### config.mk
export PLATFORM = sky130hd
export DESIGN_NAME = fb_scanout
export DESIGN_NICKNAME = d
export VERILOG_FILES = /design/src/rtl/fb_pkg.sv /design/src/rtl/fb_sync_fifo.sv /design/src/rtl/fb_scanout.sv
export SDC_FILE = /design/constraint.sdc
export NUM_CORES = 1
export LEC_CHECK = 0
export ABC_AREA = 1
export CAP_MARGIN = 30
export CORE_ASPECT_RATIO = 2
export CORE_MARGIN = 1.5
export CORE_UTILIZATION = 35
export DETAILED_ROUTE_END_ITERATION = 10
export DONT_BUFFER_PORTS = 1
export PLACE_DENSITY = 0.5
export SYNTH_ARGS = -nofsm -noshare
export SYNTH_HDL_FRONTEND = slang
export SYNTH_HIERARCHICAL = 1
export SYNTH_SLANG_ARGS = --single-unit
export TNS_END_PERCENT = 5
### constraint.sdc
create_clock -name clk_clk -period 3.6 [get_ports clk_clk]
set_input_delay 0 -clock clk_clk [delete_from_list [all_inputs] [get_ports clk_clk]]
set_output_delay 0 -clock clk_clk [all_outputs]
set_load 0.01 [all_outputs]
### src/rtl/fb_pkg.sv
// fb_pkg: shared types and defaults for the frame-buffer scanout path.
// Holds the scan FSM state enum, default geometry constants and the
// FIFO entry layout (pixel word plus start/end-of-frame tags).
package fb_pkg;

  localparam int FB_ADDR_W      = 13;
  localparam int FB_DATA_W      = 16;
  localparam int FB_FRAME_WORDS = 8192;

  typedef enum logic [1:0] {
    IDLE  = 2'd0,
    FETCH = 2'd1,
    DRAIN = 2'd2
  } scan_state_e;

  // One queued pixel; the tags travel with the word so the head of the
  // FIFO carries everything the stream interface needs.
  typedef struct packed {
    logic [FB_DATA_W-1:0] data;
    logic                 sof;
    logic                 eof;
  } fifo_entry_t;

endpackage

### src/rtl/fb_sync_fifo.sv
// fb_sync_fifo: single-clock FIFO with occupancy count.
// Head entry is read straight from the storage register at rd_ptr, so
// rdata holds steady until a pop. DEPTH must be a power of two >= 2.
// Storage is cleared on reset so rdata reads as zero out of reset.
module fb_sync_fifo #(
  parameter  int W     = 18,
  parameter  int DEPTH = 4,
  localparam int PW    = $clog2(DEPTH),
  localparam int CW    = PW + 1
) (
  input  logic          clk,
  input  logic          rst,
  input  logic          push,
  input  logic [W-1:0]  wdata,
  input  logic          pop,
  output logic [W-1:0]  rdata,
  output logic [CW-1:0] count,
  output logic          empty
);

  logic [W-1:0]  mem_q [DEPTH];
  logic [PW-1:0] wr_ptr, rd_ptr;
  logic          full, do_push, do_pop;

  assign empty   = (count == '0);
  assign full    = (count == CW'(DEPTH));
  assign do_pop  = pop && !empty;
  // A push into a full FIFO is only safe when the head leaves this cycle.
  assign do_push = push && (!full || do_pop);
  assign rdata   = mem_q[rd_ptr];

  // Storage, pointers and count; push and pop together leave count as is.
  always_ff @(posedge clk) begin
    if (rst) begin
      wr_ptr <= '0;
      rd_ptr <= '0;
      count  <= '0;
      for (int i = 0; i < DEPTH; i++) mem_q[i] <= '0;
    end else begin
      if (do_push) begin
        mem_q[wr_ptr] <= wdata;
        wr_ptr        <= wr_ptr + 1'b1;
      end
      if (do_pop) rd_ptr <= rd_ptr + 1'b1;
      count <= count + CW'(do_push) - CW'(do_pop);
    end
  end

  // Upstream credit accounting must never let a push hit a full FIFO.
  a_no_overflow: assert property (@(posedge clk) disable iff (rst)
    !(push && full && !pop));

endmodule

### src/rtl/fb_scanout.sv
// fb_scanout: streams one frame out of memory port 2 as a valid/ready
// pixel stream with start/end-of-frame marks.
// Reads are issued only when the skid FIFO has room for every word
// already in flight, so read latency never causes overflow and the
// stream runs at one word per cycle while out_ready stays high.
// Optional: define FB_SCAN_BANK_EN to add bank_sel; the bank is latched
// on an accepted start and drives the address MSB for the whole frame.
module fb_scanout
  import fb_pkg::*;
#(
  parameter int ADDR_W      = FB_ADDR_W,
  parameter int DATA_W      = FB_DATA_W,
  parameter int FRAME_WORDS = FB_FRAME_WORDS,
  parameter int RD_LATENCY  = 2,
  parameter int FIFO_DEPTH  = 4
) (
  input  logic              clk_clk,
  input  logic              rst_reset,
  input  logic              start,
`ifdef FB_SCAN_BANK_EN
  input  logic              bank_sel,
`endif
  output logic              busy,
  output logic [ADDR_W-1:0] mem_address,
  output logic              mem_chipselect,
  output logic              mem_clken,
  output logic              mem_write,
  output logic [1:0]        mem_byteenable,
  input  logic [DATA_W-1:0] mem_readdata,
  output logic [DATA_W-1:0] out_data,
  output logic              out_valid,
  input  logic              out_ready,
  output logic              out_sof,
  output logic              out_eof
);

  localparam int                CW      = $clog2(FIFO_DEPTH) + 1;
  localparam int                ENTRY_W = $bits(fifo_entry_t);
  localparam logic [ADDR_W-1:0] LAST    = ADDR_W'(FRAME_WORDS - 1);

  scan_state_e           state;
  logic [ADDR_W-1:0]     rd_cnt;
  logic                  issue, pop;
  logic [RD_LATENCY:1]   vld_pipe, sof_pipe, eof_pipe;
  logic [CW-1:0]         fifo_count;
  logic                  fifo_empty;
  logic [7:0]            committed;
  fifo_entry_t           push_entry, head_entry;

  assign mem_clken      = 1'b1;
  assign mem_write      = 1'b0;
  assign mem_byteenable = 2'b11;

  assign pop = out_valid && out_ready;
  // Words that will occupy the FIFO once everything in flight lands,
  // net of the beat leaving this cycle.
  assign committed = 8'(fifo_count) + 8'($countones(vld_pipe)) - 8'(pop);
  assign issue     = (state == FETCH) && (committed < 8'(FIFO_DEPTH));
  assign mem_chipselect = issue;

`ifdef FB_SCAN_BANK_EN
  logic bank_q;
  assign mem_address = {bank_q, rd_cnt[ADDR_W-2:0]};

  // Bank is captured only when a frame is accepted, then held.
  always_ff @(posedge clk_clk) begin
    if (rst_reset)                       bank_q <= 1'b0;
    else if (state == IDLE && start)     bank_q <= bank_sel;
  end
`else
  assign mem_address = rd_cnt;
`endif

  // Scan FSM: accept start, walk addresses under FIFO credit, drain.
  always_ff @(posedge clk_clk) begin
    if (rst_reset) begin
      state  <= IDLE;
      busy   <= 1'b0;
      rd_cnt <= '0;
    end else begin
      case (state)
        IDLE: begin
          if (start) begin
            state  <= FETCH;
            busy   <= 1'b1;
            rd_cnt <= '0;
          end
        end
        FETCH: begin
          if (issue) begin
            if (rd_cnt == LAST) begin
              state  <= DRAIN;
              rd_cnt <= '0;
            end else begin
              rd_cnt <= rd_cnt + 1'b1;
            end
          end
        end
        DRAIN: begin
          // Nothing in flight and the FIFO empties this cycle at the latest.
          if (committed == 8'd0) begin
            state <= IDLE;
            busy  <= 1'b0;
          end
        end
        default: begin
          state <= IDLE;
          busy  <= 1'b0;
        end
      endcase
    end
  end

  // Read-latency shadow: valid plus frame tags for each outstanding read.
  always_ff @(posedge clk_clk) begin
    if (rst_reset) begin
      vld_pipe <= '0;
      sof_pipe <= '0;
      eof_pipe <= '0;
    end else begin
      vld_pipe[1] <= issue;
      sof_pipe[1] <= issue && (rd_cnt == '0);
      eof_pipe[1] <= issue && (rd_cnt == LAST);
      for (int i = 2; i <= RD_LATENCY; i++) begin
        vld_pipe[i] <= vld_pipe[i-1];
        sof_pipe[i] <= sof_pipe[i-1];
        eof_pipe[i] <= eof_pipe[i-1];
      end
    end
  end

  assign push_entry.data = mem_readdata;
  assign push_entry.sof  = sof_pipe[RD_LATENCY];
  assign push_entry.eof  = eof_pipe[RD_LATENCY];

  fb_sync_fifo #(
    .W     (ENTRY_W),
    .DEPTH (FIFO_DEPTH)
  ) u_fifo (
    .clk   (clk_clk),
    .rst   (rst_reset),
    .push  (vld_pipe[RD_LATENCY]),
    .wdata (push_entry),
    .pop   (pop),
    .rdata (head_entry),
    .count (fifo_count),
    .empty (fifo_empty)
  );

  assign out_valid = !fifo_empty;
  assign out_data  = head_entry.data;
  assign out_sof   = head_entry.sof;
  assign out_eof   = head_entry.eof;

endmodule

==> flow_summary_export.csv <==
group,metric,value,unit
global_route,grt_max_degree,38,
worst_setup_path,path_cells,"inv_1 > nand3_1 > inv_1 > nor2_1 > ha_1 > fa_1 > fa_1 > o21ai_1 > inv_2 > nor2_4 > nand2_4 > nand2_4 > nand2_1 > a21oi_1",
placed_design,port_buffers,0,
yosys,yosysSeqAreaShare,0.537,
sta,fin_crit,3.21,ns
worst_setup_path,reg2reg_depth,14,
worst_setup_path,crit_slowest_cell,"dfxtp_1",
worst_setup_path,crit_cells,14,
global_route,antenna_found_initial,0,
yosys,synthTopCellsByCount,"nor2_1 (116), edfxtp_1 (72), inv_1 (67)",
worst_setup_path,ff2ff_setup_slack,0.39,ns
worst_setup_path,endpoint_kind,"register",
sta,hold_viol,0,
power_and_ir_drop,p_leak,2.07,nW
drt,drt_pass1_iterations,6,
yosys,yosys_most_used_dff,"edfxtp_1",
cts,tritoncts,"done",
cts,cts.sinks,103,
cts,htree_num_levels,3,
die,ios,58,
global_route,grt_usage,0.173,
drt,dr.first_iter.drc_count,193,
die,die_w,89,µm
final_layout,n_fill_cell,1515,
sta,setup_tns,0,ns
yosys,netlist.area_leader.share,0.418,
worst_hold_path,worstHoldPathType,"in -> reg",
sta,grt_setup_unrepaired,"no",
die,fp.dieH,175,µm
job,drv_cap,0,
yosys,syn_area,5180,µm²
worst_setup_path,crit_start,"u_fifo/count[1]$_SDFF_PP0_",
sta,whs,0.0202,ns
yosys,synth-async-reset-ratio,0,
final_layout,utilization,0.401,
yosys,synth-seq-cells,103,
final_layout,fin_cells,778,
yosys,post_synth.cell_area_avg,9.08,µm²
worst_setup_path,crit_family,"adder cells",
drt,num_vias,3796,
worst_setup_path,crit_fanout,16,
sta,tightest_slew,0.743,ns
worst_setup_path,critical_path_class,"reg -> reg",
cts,cts-root-buf,"clkbuf_16",
yosys,synth_area_leaders,"edfxtp_1 (42%), dfxtp_1 (12%), nor2_1 (8.4%)",
worst_setup_path,max_stage_delay,0.46,ns
power_and_ir_drop,p_switching,0.642,mW
drt,drc_errors,0,
final_layout,nets,613,
worst_setup_path,r2r-start,"u_fifo/count[1]$_SDFF_PP0_",
worst_setup_path,arrival,3.49,ns
power_and_ir_drop,p_int,1.86,mW
worst_setup_path,cp.required,3.88,ns
global_route,grt_pass1_vias,3812,
final_layout,drive_above_1_share,0.150,
placed_design,gp_congestion,0.833,
sta,fin_worst_skew,0.00995,ns
global_route,grt.overflow.total,0,
drt,viasPerCell,4.88,
placed_design,dp_slack,0.291,ns
yosys,synth_edf_count,72,
power_and_ir_drop,power_density,432,nW/µm²
power_and_ir_drop,swShare,0.256,
sta,finalSetupViolations,0,
power_and_ir_drop,p_comb_frac,0.097,
die,die_area,15600,µm²
yosys,yosysTopAreaCell,"edfxtp_1",
cts,path_clk_slew,0.07,ns
die,initial_core_util,0.359,
worst_setup_path,cp.buffers_inverters,3,
power_and_ir_drop,irDropWorstVdd,241,µV
drt,detail-route-antenna-nets,0,
drt,wl_per_cell,16.2,µm
worst_hold_path,hp-start,"out_ready",
cts,clock_latency,0.35,ns
sta,drv_slew,0,
placed_design,dp.cells,744,
worst_setup_path,endpoint,"mem_address[9]$_SDFFE_PP0P_",
power_and_ir_drop,seq_power_share,0.533,
die,rows,62,
yosys,synth_most_common_cell,"nor2_1",
sta,worst_slack,0.389,ns
sta,fmax,0.311,GHz
drt,wl,12600,µm
yosys,synth.distinct_cells,36,
sta,maxSlewHeadroom,0.504,
worst_setup_path,r2r-end,"mem_address[9]$_SDFFE_PP0P_",
yosys,postSynthCellCount,570,
placed_design,dp_hpwl,8490,µm
power_and_ir_drop,clkPwrFrac,0.370,
sta,fin_crit_sh,0.892,
cts,numCtsBuffers,9,
yosys,yosysWarningCount,6,
die,core-area,14400,µm²
run_status,status,"finished, final reports clean",
final_layout,syn_to_final_growth,11.9,%
worst_setup_path,cp-start-kind,"register",
cts,clk_path_buf_depth,2,
global_route,grt_pass1_wl,19800,µm
final_layout,n_antenna_cell,0,
cell families after synthesis:
kind of cell,count (synthesis),share of synthesized area
AND/OR/NAND/NOR,255,0.238
buffers and inverters,113,0.0938
flip-flops,103,0.537
AO/OA/AOI/OAI,82,0.0913
adder cells (fa/ha/maj),11,0.0309
XOR/XNOR,4,0.00677
other,2,0.00145
worst min path at each step:
| stage | endpoint | slack, ns | depth (start not counted) |
|---|---|---|---|
| after floorplan | u_fifo/count[0]$_SDFF_PP0_ | 0.07 | 1 |
| after global placement | mem_address[0]$_SDFFE_PP0P_ | 0.08 | 1 |
| after detailed placement | mem_address[3]$_SDFFE_PP0P_ | 0.08 | 1 |
| after CTS | register | 0.02 | 4 |
| after global routing | register | 0.06 | 4 |
| final | register | 0.02 | 4 |
per-stage QoR:
stage          power (mW)  cell area (µm²)
2_1_floorplan        1.54             5180
3_3_place_gp         1.58             5320
3_5_place_dp         1.59             5320
4_1_cts              2.53             5780
5_1_grt              2.60             5790
6_report             2.50             5790
worst register-to-register path: cells and delay by family, from the launching register on:
kind	cells	cell delay [ns]
buf+inv	3	0.26
compound gates	2	0.36
simple gates	6	0.97
fa+ha+maj	3	1.10
flops	1	0.46
power by group through the flow:
stage / sequential [mW] / combinational (mW) / clock (mW)
floorplan: 1.36 / 0.187 / 0
global placement: 1.36 / 0.220 / 0
detailed placement: 1.36 / 0.225 / 0
CTS: 1.33 / 0.247 / 0.950
global route: 1.34 / 0.275 / 0.991
finish: 1.33 / 0.244 / 0.926
layer usage:
metal  vias up  routed length [µm]  track usage
li1       1897                   -            -
met4         0                 261       0.0660
met1      1806                4590        0.174
met5         -                   0            0
met2        75                7360        0.335
met3        18                 422       0.0302
sequential cells by signal, indices dropped and copies added, names as in the netlist, named ones only:
| register | count |
|---|---|
| sof_pipe | 2 |
| state | 2 |
| u_fifo/rd_ptr | 2 |
| vld_pipe | 2 |
| u_fifo/mem_q | 72 |
| u_fifo/wr_ptr | 2 |
| mem_address | 13 |
| u_fifo/count | 3 |
| eof_pipe | 2 |
| busy | 1 |
placed cells by master (no fill, tap or decap), drive strengths merged, types with 5 or more instances in the layout:
| cell type | Yosys | layout |
|---|---|---|
| nand3 | 27 | 27 |
| dfxtp | 31 | 31 |
| nand4 | 5 | 5 |
| buf | 16 | 8 |
| clkbuf | 11 | 9 |
| a21oi | 18 | 18 |
| o21ai | 45 | 45 |
| edfxtp | 72 | 72 |
| inv | 86 | 89 |
| dlygate4sd3 | 0 | 18 |
| nor3 | 29 | 29 |
| o22ai | 18 | 18 |
| nor2 | 131 | 131 |
| nand2 | 56 | 56 |
| ha | 8 | 8 |
cell type report:
class | count | area (µm²) | area share
Sequential cell | 103 | 2780 | 0.480
Multi-Input combinational cell | 356 | 1920 | 0.332
Inverter | 86 | 323 | 0.0557
Timing Repair Buffer | 26 | 248 | 0.0428
Tap cell | 192 | 240 | 0.0415
Clock buffer | 9 | 225 | 0.0389
Clock inverter | 6 | 53.8 | 0.00929
what timing repair did:
item / 4_1_cts / 5_1_grt
buffers inserted: 0 / 0
hold endpoints to repair: 62 / 0
resized for setup: 0 / 1
hold buffers: 18 / 0
endpoints found under the setup margin: 0 / 2
(Power assumes the default switching activity.)
